[src/rtl/snake_frame_renderer.sv]
// Consumer of the game FSM's serialized body stream. The body is captured into a
// double-buffered store, a snapshot is published per frame, and the grid is rendered.
module snake_frame_renderer #(
  parameter int SNAKE_LENGTH_MAX = 16,
  parameter int SNAKE_LENGTH_BIT = 4,
  parameter int CELL_SIZE        = 5,
  parameter int H_CELLS          = 124,
  parameter int V_CELLS          = 81,
  parameter int GAME_X0          = 10,
  parameter int GAME_Y0          = 65
) (
  input  logic                        clock_25,
  input  logic                        reset,
  input  logic                        en_snake_body,
  input  logic [6:0]                  snake_body_x,
  input  logic [6:0]                  snake_body_y,
  input  logic [6:0]                  snake_head_x,
  input  logic [6:0]                  snake_head_y,
  input  logic [6:0]                  fruit_x,
  input  logic [6:0]                  fruit_y,
  input  logic [SNAKE_LENGTH_BIT-1:0] snake_length,
  input  logic [9:0]                  pixel_x,
  input  logic [9:0]                  pixel_y,
  input  logic                        display_area,
  input  logic                        frame_start,
  output logic [3:0]                  red,
  output logic [3:0]                  green,
  output logic [3:0]                  blue,
  output logic                        frame_valid
);
  localparam int CNT_W = SNAKE_LENGTH_BIT + 1;
  localparam int SUB_W = $clog2(CELL_SIZE);
  localparam logic [13:0]      OFF_GRID = {7'h7F, 7'h7F};
  localparam logic [CNT_W-1:0] CNT_FULL = CNT_W'(SNAKE_LENGTH_MAX);
  localparam logic [SUB_W-1:0] SUB_LAST = SUB_W'(CELL_SIZE - 1);
  localparam logic [9:0]       X_LO = 10'(GAME_X0);
  localparam logic [9:0]       X_HI = 10'(GAME_X0 + H_CELLS * CELL_SIZE);
  localparam logic [9:0]       Y_LO = 10'(GAME_Y0);
  localparam logic [9:0]       Y_HI = 10'(GAME_Y0 + V_CELLS * CELL_SIZE);

  logic [13:0] bank_q [2][SNAKE_LENGTH_MAX];
  logic [13:0] bank_d [2][SNAKE_LENGTH_MAX];
  logic                        en_d_q, en_d_d, sel_q, sel_d;
  logic                        capture_done_q, capture_done_d, frame_valid_q, frame_valid_d;
  logic [SNAKE_LENGTH_BIT-1:0] wr_idx_q, wr_idx_d, len_q, len_d;
  logic [CNT_W-1:0]            wr_cnt_q, wr_cnt_d;
  logic [6:0]                  head_x_q, head_x_d, head_y_q, head_y_d;
  logic [6:0]                  fruit_x_q, fruit_x_d, fruit_y_q, fruit_y_d;
  logic [9:0]                  prev_x_q, prev_x_d, prev_y_q, prev_y_d;
  logic [SUB_W-1:0]            sub_x_q, sub_x_d, sub_y_q, sub_y_d;
  logic [6:0]                  cell_x_q, cell_x_d, cell_y_q, cell_y_d;
  logic                        in_game_q, in_game_d, in_game2_q, in_game2_d;
  logic                        head_hit_q, head_hit_d, body_hit_q, body_hit_d;
  logic                        fruit_hit_q, fruit_hit_d;
  logic [11:0]                 rgb_q, rgb_d;

  // Stream capture into the shadow bank and per-frame snapshot publish.
  always_comb begin
    en_d_d         = en_snake_body;
    bank_d         = bank_q;
    wr_idx_d       = wr_idx_q;
    wr_cnt_d       = wr_cnt_q;
    capture_done_d = capture_done_q;
    sel_d          = sel_q;
    head_x_d       = head_x_q;
    head_y_d       = head_y_q;
    fruit_x_d      = fruit_x_q;
    fruit_y_d      = fruit_y_q;
    len_d          = len_q;
    frame_valid_d  = frame_valid_q;
    if (en_d_q) begin
      bank_d[~sel_q][wr_idx_q] = {snake_body_x, snake_body_y};
      wr_idx_d = wr_idx_q + SNAKE_LENGTH_BIT'(1);
      if (wr_cnt_q != CNT_FULL) begin
        wr_cnt_d = wr_cnt_q + CNT_W'(1);
      end else begin
        wr_cnt_d = wr_cnt_q;
      end
      if (wr_cnt_d == CNT_FULL) begin
        capture_done_d = 1'b1;
      end else begin
        capture_done_d = capture_done_q;
      end
    end else begin
      wr_idx_d = '0;
      wr_cnt_d = '0;
    end
    // Old capture_done decides, so a capture finishing this cycle waits a frame.
    if (frame_start && capture_done_q) begin
      sel_d          = ~sel_q;
      head_x_d       = snake_head_x;
      head_y_d       = snake_head_y;
      fruit_x_d      = fruit_x;
      fruit_y_d      = fruit_y;
      len_d          = snake_length;
      capture_done_d = 1'b0;
      wr_cnt_d       = '0;
      frame_valid_d  = 1'b1;
    end else begin
      sel_d = sel_q;
    end
  end

  // Stage 1: sub-cell and cell counters track the scan, reloading at the grid origin.
  always_comb begin
    prev_x_d  = pixel_x;
    prev_y_d  = pixel_y;
    sub_x_d   = sub_x_q;
    cell_x_d  = cell_x_q;
    sub_y_d   = sub_y_q;
    cell_y_d  = cell_y_q;
    in_game_d = display_area && (pixel_x >= X_LO) && (pixel_x < X_HI)
                && (pixel_y >= Y_LO) && (pixel_y < Y_HI);
    if (pixel_x == X_LO) begin
      sub_x_d  = '0;
      cell_x_d = 7'd0;
    end else if (pixel_x != prev_x_q) begin
      if (sub_x_q == SUB_LAST) begin
        sub_x_d  = '0;
        cell_x_d = cell_x_q + 7'd1;
      end else begin
        sub_x_d = sub_x_q + SUB_W'(1);
      end
    end else begin
      sub_x_d = sub_x_q;
    end
    if (pixel_y == Y_LO) begin
      sub_y_d  = '0;
      cell_y_d = 7'd0;
    end else if (pixel_y != prev_y_q) begin
      if (sub_y_q == SUB_LAST) begin
        sub_y_d  = '0;
        cell_y_d = cell_y_q + 7'd1;
      end else begin
        sub_y_d = sub_y_q + SUB_W'(1);
      end
    end else begin
      sub_y_d = sub_y_q;
    end
  end

  // Stage 2: parallel hit tests; index+1 < length avoids underflow at length 0.
  always_comb begin
    in_game2_d  = in_game_q;
    head_hit_d  = (cell_x_q == head_x_q) && (cell_y_q == head_y_q);
    fruit_hit_d = (cell_x_q == fruit_x_q) && (cell_y_q == fruit_y_q);
    body_hit_d  = 1'b0;
    for (int i = 0; i < SNAKE_LENGTH_MAX; i++) begin
      body_hit_d = body_hit_d
                   | (((CNT_W'(i) + CNT_W'(1)) < {1'b0, len_q})
                      && (bank_q[sel_q][i] == {cell_x_q, cell_y_q}));
    end
  end

  // Stage 3: colour priority.
  always_comb begin
    if (!in_game2_q) begin
      rgb_d = 12'h000;
    end else if (head_hit_q) begin
      rgb_d = 12'hFF0;
    end else if (body_hit_q) begin
      rgb_d = 12'h0F0;
    end else if (fruit_hit_q) begin
      rgb_d = 12'hF00;
    end else begin
      rgb_d = 12'h030;
    end
  end

  // State registers.
  always_ff @(posedge clock_25 or negedge reset) begin
    if (!reset) begin
      for (int b = 0; b < 2; b++) begin
        for (int i = 0; i < SNAKE_LENGTH_MAX; i++) begin
          bank_q[b][i] <= OFF_GRID;
        end
      end
      en_d_q <= 1'b0;  sel_q <= 1'b0;  capture_done_q <= 1'b0;  frame_valid_q <= 1'b0;
      wr_idx_q <= '0;  wr_cnt_q <= '0;  len_q <= '0;
      head_x_q <= 7'h7F;  head_y_q <= 7'h7F;  fruit_x_q <= 7'h7F;  fruit_y_q <= 7'h7F;
      prev_x_q <= 10'd0;  prev_y_q <= 10'd0;
      sub_x_q <= '0;  sub_y_q <= '0;  cell_x_q <= 7'd0;  cell_y_q <= 7'd0;
      in_game_q <= 1'b0;  in_game2_q <= 1'b0;
      head_hit_q <= 1'b0;  body_hit_q <= 1'b0;  fruit_hit_q <= 1'b0;
      rgb_q <= 12'h000;
    end else begin
      bank_q <= bank_d;
      en_d_q <= en_d_d;  sel_q <= sel_d;  capture_done_q <= capture_done_d;
      frame_valid_q <= frame_valid_d;
      wr_idx_q <= wr_idx_d;  wr_cnt_q <= wr_cnt_d;  len_q <= len_d;
      head_x_q <= head_x_d;  head_y_q <= head_y_d;
      fruit_x_q <= fruit_x_d;  fruit_y_q <= fruit_y_d;
      prev_x_q <= prev_x_d;  prev_y_q <= prev_y_d;
      sub_x_q <= sub_x_d;  sub_y_q <= sub_y_d;  cell_x_q <= cell_x_d;  cell_y_q <= cell_y_d;
      in_game_q <= in_game_d;  in_game2_q <= in_game2_d;
      head_hit_q <= head_hit_d;  body_hit_q <= body_hit_d;  fruit_hit_q <= fruit_hit_d;
      rgb_q <= rgb_d;
    end
  end

  assign red         = rgb_q[11:8];
  assign green       = rgb_q[7:4];
  assign blue        = rgb_q[3:0];
  assign frame_valid = frame_valid_q;
endmodule

[config.mk]
export PLATFORM = sky130hd
export DESIGN_NAME = snake_frame_renderer
export DESIGN_NICKNAME = d
export VERILOG_FILES = /design/src/rtl/snake_frame_renderer.sv
export SDC_FILE = /design/constraint.sdc
export NUM_CORES = 1
export LEC_CHECK = 0
export CORE_MARGIN = 8
export CORE_UTILIZATION = 57
export CTS_CLUSTER_DIAMETER = 100
export DETAILED_ROUTE_END_ITERATION = 8
export DONT_BUFFER_PORTS = 1
export GPL_ROUTABILITY_DRIVEN = 0
export GPL_TIMING_DRIVEN = 0
export HOLD_SLACK_MARGIN = 0.15
export PLACE_DENSITY = 0.7
export SYNTH_ARGS = -nofsm -noshare
export SYNTH_HDL_FRONTEND = slang
export SYNTH_SLANG_ARGS = --single-unit
[constraint.sdc]
create_clock -name clock_25 -period 2.7 [get_ports clock_25]
set_input_delay 0.27 -clock clock_25 [delete_from_list [all_inputs] [get_ports clock_25]]
set_output_delay 0.27 -clock clock_25 [all_outputs]
set_load 0.01 [all_outputs]
==> summary.md <==
| Metric | Value |
|---|---|
| Relative slew margins | -22.6% |
| VDD IR max | around 550 uV |
| Cell Area, Synth | 24000 um^2 |
| R2R Path Start | cell_x_q[6]$_DFFE_PN0P_ |
| Mapped Cells | approximately 1800 |
| Final Hold Viols | 118 |
| Yosys top cell area share | between 40% and 50% |
| Crit path kind | register to register |
| Number of placed cells counting well taps | roughly 2300 |
| DR vias | about 15000 |
| Clk_skew | 0.0183 ns |
| Io pins | 84 |
| Root Driver | clkbuf_16 |
| Final #Nets | roughly 2000 |
| CTS Buf Count | 52 |
| Share of post-route cells with drive strength above 1 | a little over half |
| Worst setup SP type | register |
| R2r endpoint | body_hit_q$_DFF_PN0_ |
| # clock sinks | a little under 500 |
| Sequential share of power | a little over two fifths |
| Core Rows | 75 |
| Clk pin slew, worst setup/hold paths | about 0.060 ns |
| Post-synth EDFFs | 0 |
| Comb power frac | 25.8% |
| Setup crit end kind | register |
| Antenna Nets Post-Route | 0 |
| CP arrival | between 3 and 4 ns |
| Number of global-route vias before repair | 15700 |
| Crit-path cells | buf_2 > xnor2_1 > nor4_1 > nand4_1 > o211ai_1 > a2111oi_1 > o221ai_2 |
| Worst Hold Slack | -0.583 ns |
| H-tree depth | 2 |
| CTS Hold Bufs | 55 |
| Unrepaired setup endpoints after global routing | true |
| Outcome | finished with violations |
| Final setup fails | 1 |
| Finished Layout Cells | roughly 2500 |
| Seq cells post-synth | roughly 490 |
| Maximum clock frequency | ~350 MHz |
| Commonest non-fill, non-tap cell in the layout | mux2_2 |
| CTS tree | yes |
| Largest net degree at the start of global routing | between 400 and 500 |
| Ys Warns | 0 |
| Routed len/inst | 27.7 um |
| Die Span Y | 221 um |
| Sequential area share after synthesis | 52.8% |
| Final Cycle Share | 105% |
| Overall Global Routing Usage | 28.1% |
| Core Area | around 42000 um^2 |
| IO buf count | 0 |
| DRT Wirelength | roughly 69000 um |
| Worst Tran Pin Value | ~1.8 ns |
| Max incr delay on CP | ~0.91 ns |
| Grt total ovfl | 0 |
| Lkg Pwr | 10.9 nW |
| Hold Crit Class | input port to async pin |
| Fin crit period | approximately 2.8 ns |
| Syn avg cell area | ~13 um^2 |
| Post-DP HPWL | approximately 43000 um |
| Distinct cells, synth | between 50 and 60 |
| Sw power | roughly 7.0 mW |
| Drt initial violations | about 1200 |
| Critical Path Fanout Max | 10 |
| Most frequent cells in the layout | 427 x mux2_2, 420 x dfstp_2, 195 x mux2i_1 |
| First-pass GRT wire length | 103000 um |
| Post-layout util | around 66% |
| Die ar. | between 40000 and 50000 um^2 |
| Largest cells by area after synthesis | dfstp_2 46%, mux2_2 20%, mux2i_1 8.2% |
| Worst path slowest cell | dfrtp_1 |
| DRC | 0 |
| Async set-reset flop share out of synthesis | between 90% and 100% |
| Vias per std cell | just over 6 |
| Ys flop type | dfstp_2 |
| Crit path buffers/inverters | 1 |
| Pre-CTS setup slack | -1.29 ns |
| Initial Util | around 57% |
| Area delta synth->final | 14.1% |
| Pint | around 16 mW |
| Setup ws final | -0.136 ns |
| Clock Latency Late Sink | ~0.6 ns |
| Family with the most delay on the worst path | flip-flops |
| Max-cap violations | 0 |
| Clock Tree Buf Depth | 3 |
| TritonRoute pass-1 iters | 5 |
| Initial antenna violation count | 3 |
| Clock power share | a little under a third |
| Die Wd | ~220 um |
| Failing checks | negative hold slack, max-slew violations, negative setup slack |
| Worst reg2reg path depth | 7 |
| Net Sw Frac | a little under a third |
| Largest area contributor in the netlist | dfstp_2 |
| Worst Path Required | between 3 and 4 ns |
| Power per cell area | about 860 nW/um^2 |
| Slew Limit Fails | between 200 and 250 |
| Setup slack, reg-to-reg | -0.14 ns |
==> worst register-to-register path, stage by stage (launching register included) <==
cell	delay, ns
dfrtp_1	0.91
buf_2	0.57
xnor2_1	0.20
nor4_1	0.07
nand4_1	0.14
o211ai_1	0.19
a2111oi_1	0.36
o221ai_2	0.24
==> logic make-up (layout without fill, tap and decap cells) <==
logic type | count (synthesis) | in the layout | share of synthesized area, %
xor+xnor | 261 | 261 | 9.53
buf+inv | 149 | 294 | 2.96
fa+ha+maj | 12 | 12 | 0.626
flops | 485 | 485 | 52.8
simple gates | 220 | 220 | 4.99
compound gates | 33 | 33 | 0.871
mux | 623 | 623 | 28.2
other cells | 1 | 5 | 0.0156
==> synth_stat cells, types with 3 or more instances <==
cell type,number
mux2_2,427
dfstp_2,420
mux2i_1,196
xnor2_1,183
xor2_1,78
dfrtp_1,65
buf_2,49
clkbuf_1,45
nand2_1,42
nor2_1,40
nand4_1,35
nor4_1,32
buf_4,22
buf_1,21
nor3_1,21
ha_1,12
nand3_1,12
inv_1,10
o21ai_0,10
a21oi_1,8
nand2b_1,6
nor2b_1,5
a21o_1,4
nand3b_1,4
and2_1,3
and3_1,3
nor3b_1,3
==> metrics by stage <==
step	hold WS [ns]	cell area, um^2	power (mW)	TNS [ns]
CTS	-0.633	27300	23.5	-0.0921
global placement	-0.00399	24700	15.6	-16.44
finish	-0.583	27400	23.4	-0.136
floorplan	-0.0256	24000	13.9	0
global route	-0.610	27400	24.4	-1.25
detailed placement	-0.000737	24700	15.7	-18.05
==> metal layers <==
metal,GRT usage [%],up-vias,share of wire [%]
li1,-,6437,-
met4,12.8,0,4.7
met1,38.4,7858,43
met5,0,-,0
met2,43.9,485,46
met3,4.26,156,5.8
==> flip-flops by register name, indices dropped and copies added (netlist names), 3 cells and up <==
| signal | cells |
|---|---|
| bank_q | 392 |
| cell_x_q | 7 |
| cell_y_q | 7 |
| fruit_x_q | 7 |
| fruit_y_q | 7 |
| head_x_q | 7 |
| head_y_q | 7 |
| len_q | 4 |
| prev_x_q | 10 |
| prev_y_q | 10 |
| rgb_q | 3 |
| sub_x_q | 3 |
| sub_y_q | 3 |
| wr_cnt_q | 5 |
| wr_idx_q | 4 |
==> power by group through the flow <==
stage          clock [mW]  sequential, mW  combinational [mW]
3_3_place_gp            0            9.79                5.76
3_5_place_dp            0            9.87                5.87
2_1_floorplan           0            9.69                4.23
5_1_grt              7.84            10.1                6.44
6_report             7.45            9.94                6.04
4_1_cts              7.57            9.92                5.98
==> final cells by class <==
class / count / area [um^2]
fillers: 3146 / 14400
flip-flops and latches: 485 / 12700
multi-input cells: 1153 / 10800
clock buffers: 76 / 1560
plain buffers: 129 / 774
well taps: 539 / 674
repair buffers: 59 / 601
clock inverters: 19 / 244
inverters: 11 / 41.3
diodes: 1 / 2.50
==> timing repair <==
action                                 in CTS  in global routing
setup endpoints to repair                 166                119
pin swaps                                   3                  3
setup buffers                               1                  2
endpoints found under the hold margin     551                485
gates resized for setup                    82                 17
==> worst max path at each step <==
stage               cells after the start                    start                      to
floorplan                               7        sel_q$_DFFE_PN0P_  bank_q[32]$_DFFE_PN1P_
global placement                        7  cell_y_q[4]$_DFFE_PN0P_    body_hit_q$_DFF_PN0_
detailed placement                      7  cell_y_q[4]$_DFFE_PN0P_    body_hit_q$_DFF_PN0_
CTS                                    10        sel_q$_DFFE_PN0P_    body_hit_q$_DFF_PN0_
global route                            9        sel_q$_DFFE_PN0P_    body_hit_q$_DFF_PN0_
finish                                  7  cell_x_q[6]$_DFFE_PN0P_    body_hit_q$_DFF_PN0_
Note: power is estimated with default switching activity, not from simulation.
